### src/rtl/rel_compare_tracker.sv
// ---------------------------------------------------------------------------
// rel_compare_tracker
//
// Pipelined relational compare of an operand stream, with running statistics.
// Each accepted pair (a, b) is compared and the result is held in a
// single-entry output register (gt/lt/eq flags plus per-pair max/min).
// Alongside, a two-state machine (EMPTY / TRACKING) keeps saturating counts of
// gt/lt/eq outcomes and the running extremes since the last clear.
//
// Handshake (both sides): a transfer happens on a rising edge where
// valid && ready are both high. valid may not depend on ready; once a result
// is presented it stays stable until out_ready is seen high. in_ready is
// combinational: !out_valid || out_ready, so a new pair may be accepted in the
// same cycle the held result is consumed (full throughput, 1-cycle latency).
//
// Parameters:
//   WIDTH  - operand width (>= 2)
//   SIGNED - 0: unsigned compare, 1: two's-complement compare
//   CNT_W  - width of each outcome counter
//
// Ports:
//   clk, rst_n            - clock, asynchronous active-low reset
//   in_valid/in_ready     - operand pair handshake, a/b operands
//   clear                 - synchronous clear of statistics only
//   out_valid/out_ready   - result handshake
//   gt, lt, eq            - relation of the held pair
//   max_ab, min_ab        - larger / smaller operand of the held pair
//   run_max, run_min      - extremes since clear
//   gt_cnt, lt_cnt, eq_cnt- saturating outcome counts since clear
//   stats_valid           - statistics state is TRACKING (>=1 pair since clear)
// ---------------------------------------------------------------------------
module rel_compare_tracker #(
   parameter int WIDTH  = 8,
   parameter int SIGNED = 0,
   parameter int CNT_W  = 8
) (
   input  logic             clk,
   input  logic             rst_n,
   input  logic             in_valid,
   output logic             in_ready,
   input  logic [WIDTH-1:0] a,
   input  logic [WIDTH-1:0] b,
   input  logic             clear,
   output logic             out_valid,
   input  logic             out_ready,
   output logic             gt,
   output logic             lt,
   output logic             eq,
   output logic [WIDTH-1:0] max_ab,
   output logic [WIDTH-1:0] min_ab,
   output logic [WIDTH-1:0] run_max,
   output logic [WIDTH-1:0] run_min,
   output logic [CNT_W-1:0] gt_cnt,
   output logic [CNT_W-1:0] lt_cnt,
   output logic [CNT_W-1:0] eq_cnt,
   output logic             stats_valid
);

   typedef enum logic {
      EMPTY    = 1'b0,
      TRACKING = 1'b1
   } state_t;

   state_t state;

   // Flipping the sign bit maps two's-complement order onto unsigned order,
   // so one unsigned comparator serves both modes.
   localparam logic [WIDTH-1:0] BIAS = (SIGNED != 0) ? {1'b1, {(WIDTH-1){1'b0}}} : '0;

   function automatic logic greater(input logic [WIDTH-1:0] x, input logic [WIDTH-1:0] y);
      return (x ^ BIAS) > (y ^ BIAS);
   endfunction

   function automatic logic [CNT_W-1:0] sat_inc(input logic [CNT_W-1:0] c);
      return (c == '1) ? c : c + CNT_W'(1);
   endfunction

   logic             accept;
   logic             a_gt_b;
   logic             a_lt_b;
   logic             a_eq_b;
   logic [WIDTH-1:0] pair_max;
   logic [WIDTH-1:0] pair_min;
   logic             have_prev;
   logic [WIDTH-1:0] next_max;
   logic [WIDTH-1:0] next_min;
   logic [CNT_W-1:0] gt_base;
   logic [CNT_W-1:0] lt_base;
   logic [CNT_W-1:0] eq_base;

   assign in_ready    = !out_valid || out_ready;
   assign accept      = in_valid && in_ready;
   assign stats_valid = (state == TRACKING);

   always_comb begin
      a_gt_b   = greater(a, b);
      a_lt_b   = greater(b, a);
      a_eq_b   = (a == b);
      pair_max = a_gt_b ? a : b;
      pair_min = a_gt_b ? b : a;
      // A clear in the same cycle makes the incoming pair the first one.
      have_prev = (state == TRACKING) && !clear;
      next_max  = (have_prev && greater(run_max, pair_max)) ? run_max : pair_max;
      next_min  = (have_prev && greater(pair_min, run_min)) ? run_min : pair_min;
      gt_base   = clear ? '0 : gt_cnt;
      lt_base   = clear ? '0 : lt_cnt;
      eq_base   = clear ? '0 : eq_cnt;
   end

   always_ff @(posedge clk or negedge rst_n) begin
      if (!rst_n) begin
         state     <= EMPTY;
         out_valid <= 1'b0;
         gt        <= 1'b0;
         lt        <= 1'b0;
         eq        <= 1'b0;
         max_ab    <= '0;
         min_ab    <= '0;
         run_max   <= '0;
         run_min   <= '0;
         gt_cnt    <= '0;
         lt_cnt    <= '0;
         eq_cnt    <= '0;
      end else begin
         // Result register
         if (accept) begin
            out_valid <= 1'b1;
            gt        <= a_gt_b;
            lt        <= a_lt_b;
            eq        <= a_eq_b;
            max_ab    <= pair_max;
            min_ab    <= pair_min;
         end else if (out_ready) begin
            out_valid <= 1'b0;
         end

         // Statistics state machine
         if (accept) begin
            state   <= TRACKING;
            run_max <= next_max;
            run_min <= next_min;
            gt_cnt  <= a_gt_b ? sat_inc(gt_base) : gt_base;
            lt_cnt  <= a_lt_b ? sat_inc(lt_base) : lt_base;
            eq_cnt  <= a_eq_b ? sat_inc(eq_base) : eq_base;
         end else if (clear) begin
            state   <= EMPTY;
            run_max <= '0;
            run_min <= '0;
            gt_cnt  <= '0;
            lt_cnt  <= '0;
            eq_cnt  <= '0;
         end
      end
   end

endmodule

### config.mk
export PLATFORM = sky130hd
export DESIGN_NAME = rel_compare_tracker
export DESIGN_NICKNAME = d
export VERILOG_FILES = /design/src/rtl/rel_compare_tracker.sv
export SDC_FILE = /design/constraint.sdc
export NUM_CORES = 1
export LEC_CHECK = 0
export CELL_PAD_IN_SITES_DETAIL_PLACEMENT = 1
export CELL_PAD_IN_SITES_GLOBAL_PLACEMENT = 1
export CORE_ASPECT_RATIO = 1.1
export CORE_MARGIN = 2
export CORE_UTILIZATION = 35
export DETAILED_ROUTE_END_ITERATION = 8
export HOLD_SLACK_MARGIN = 0.06
export PLACE_DENSITY_LB_ADDON = 0.12
export SYNTH_ARGS = -nofsm -noshare
export SYNTH_HDL_FRONTEND = slang
export SYNTH_SLANG_ARGS = --single-unit
### constraint.sdc
create_clock -name clk -period 1.7 [get_ports clk]
set_input_delay 0.17 -clock clk [delete_from_list [all_inputs] [get_ports clk]]
set_output_delay 0.17 -clock clk [all_outputs]
set_load 0.05 [all_outputs]
==> results.toml <==
[logic_synthesis]
ys_types = 54
syn-instance-count = 338
mappedNetlistArea_um2 = 3530
avgSynthCellArea_um2 = 10.4
synth_ff_type = "dfrtp_1"
synth-edff-count = 0
ys_ff_latch = 61
async_flop_share_pct = 100
yosysWarnings = 0
ys_seq_area_share_pct = 43.3
synth.net_count = 386

[global_route]
antenna_found_initial = 0
grt.overflow.total = 0
grt_max_degree = 62
grt_pass1_wl_mm = 19.2
first_global_vias = 3840
grt_usage_pct = 23.1

[power]
power_density_nw_per_um2 = 874
leakagePower_uw = 0.00304
irDropWorstVdd_mv = 0.574
switching_share_pct = 36.9
pwr-share-clk_pct = 25.7
power_switching_uw = 2000
power_frac_comb_pct = 42.7
seqPwrFrac_pct = 31.6
p_int_uw = 3420

[final_layout]
n_fill_cell = 1059
final_common_cell = "buf_4"
multi_input_area_um2 = 2440
layout_common_cells = "177 x buf_4, 54 x dfrtp_1, 21 x nand2_1"
finish.utilization_pct = 63.0
n_antenna_cell = 0
regArea_um2 = 1540
drive_above_1_share_pct = 61.5
finalNetCount = 607
stdcell_count = 684
syn2layout_area_growth_pct = 75.8

[timing]
timing.final.crit_period_ps = 2640
rsz0062_at_grt = "true"
slew_violations = 0
finalWorstSetupSlack_ps = -938
worst_pin_slew_ps = 517
finalHoldViolCount = 0
timing.hold.ws_ps = 283
fin_crit_sh_pct = 155
max_freq_mhz = 379
slew_headroom_pct = 65.5
setup_violations = 26
finClkSkew_ps = 9.15

[place]
pre_cts_ws_ps = -1870
gp_congestion = 0.799
hpwl_mm = 8.48
dp_cells = 643
portBuffers = 82

[drt]
totalWireLength_mm = 12.5
via_per_inst = 5.05
dr_total_vias = 3454
wl_per_cell_um = 18.3
first_pass_iters = 4
ant_nets = 0
drtIter0Drc = 79
drc = 0

[setup_path]
r2r_start = "run_min[5]$_DFFE_PN0P_"
crit_path_frequent_cell = "nor2_4"
cp-start-kind = "primary input"
setup.worst_path.end_class = "flop"
crit_required_ps = 1940
crit_slowest_cell = "mux2_4"
cp_cell_sequence = "buf_2 > inv_2 > ha_4 > a211oi_4 > nor2_4 > nor2_4 > nand2_4 > buf_4 > mux2_4 > ha_2 > a211o_1 > o211ai_1 > nand4b_1 > nand3_2 > o21ai_4 > a22o_1"
critical_path_buf_inv_count = 3
cp_top_family = "compound AO/OA/AOI/OAI gates"
arrival_ps = 2870
critPathLaunch = "a[6]"
slowest_delay_ps = 310
path_max_fanout = 8
crit_type = "primary input to flop"

[min_path]
hp-class = "primary input to flop"
hold_start = "b[3]"

[outcome]
violations = "negative setup slack"
status = "complete, but fails checks"

[clock_network]
clkTransAtPathRegs_ps = 70
root_buffer = "clkbuf_8"
cts.htree.levels = 3
clock_path_buffers = 2
worst_skew_pair.late_latency_ps = 360
tritoncts = "done"
cts_inserted_buffers = 9
cts.sinks = 61

[floorplanning]
ios = 83
die_area_um2 = 10900
core_um2 = 9840
dieWidth_um = 99.7
num_rows = 38
start_util_pct = 35.8
die_h_um = 109

[run]
drv_cap = 0
==> cell type report <==
type | count | share of cell area [%]
inverters | 26 | 1.74
well taps | 120 | 2.42
clock buffers | 15 | 2.85
clock inverters | 1 | 0.484
flip-flops and latches | 61 | 24.8
multi-input cells | 242 | 39.4
repair buffers | 219 | 28.4
==> worst reg2reg max path: cells and delay by family, from the launching register on <==
kind | cells | cell delay (ps)
flops | 1 | 400
simple gates | 2 | 410
fa+ha+maj | 1 | 210
buf+inv | 1 | 100
compound gates | 4 | 750
==> power groups by stage <==
| stage | Sequential (uW) | Clock [uW] | Combinational (uW) |
|---|---|---|---|
| 2_1_floorplan | 2290 | 0 | 669 |
| 3_3_place_gp | 1730 | 0 | 2010 |
| 3_5_place_dp | 1740 | 0 | 2050 |
| 4_1_cts | 1710 | 1410 | 2210 |
| 5_1_grt | 1730 | 1480 | 2450 |
| 6_report | 1710 | 1390 | 2310 |
==> layer usage <==
| metal | vias to the layer above | global-route usage [%] | wire (um) |
|---|---|---|---|
| li1 | 1649 | - | - |
| met3 | 13 | 4.74 | 485 |
| met2 | 68 | 42.3 | 6590 |
| met4 | 0 | 8.32 | 167 |
| met1 | 1724 | 26.6 | 5310 |
| met5 | - | 0 | 0 |
==> cell usage after synthesis, types with 8 or more instances <==
cell	number	area share (%)
ha_1	27	9.6
mux2_1	10	3.2
nand2_1	26	2.8
nor2b_1	17	3.0
nand4_1	11	2.0
a21oi_1	9	1.3
inv_1	19	2.0
nor2_1	19	2.0
dfrtp_1	61	43
mux2_2	17	5.4
nand3_1	9	1.3
a22o_1	15	3.7
nand2b_1	8	1.4
o21ai_1	12	1.7
==> timing repair <==
action                                 in CTS  in global routing
buffers inserted                           16                  8
pin swaps                                  46                 20
endpoints found under the hold margin      61                  0
gates cloned                                0                  1
setup endpoints to repair                  61                 43
resized for setup                         124                 23
hold buffers                                1                  0
==> flip-flops by register name, summed over array words and instances (netlist names), 8 cells and up <==
register	count
eq_cnt	8
gt_cnt	8
lt_cnt	8
max_ab	8
min_ab	8
run_max	8
run_min	8
==> logic make-up after synthesis <==
group,Yosys count,synth area share (%)
mux,35,11.2
simple gates,115,18.0
buf+inv,35,4.08
fa+ha+maj,27,9.58
compound gates,57,11.9
xor+xnor,8,1.99
flops,61,43.3
==> per-stage QoR <==
stage	cell area (um^2)	power [uW]	TNS [ps]
CTS	6030	5340	-13450
detailed placement	5510	3790	-59370
global placement	5510	3730	-54800
floorplan	3870	2950	-17470
global route	6200	5660	-17450
finish	6200	5420	-15090
==> final timing paths <==
check                                              end  slack [ps]  cells after the start
max in group asynchronous          lt_cnt[1]$_DFF_PN0_        1020                      3
worst max register to register  run_min[7]$_DFFE_PN0P_        -270                      8
worst min-delay path            run_max[3]$_DFFE_PN0P_         280                      3
worst min register to register          eq$_DFFE_PN0P_         480                      1
worst max-delay path            run_min[7]$_DFFE_PN0P_        -940                     16
min in group asynchronous               eq$_DFFE_PN0P_         360                      3
Note: power is estimated with default switching activity, not from simulation.
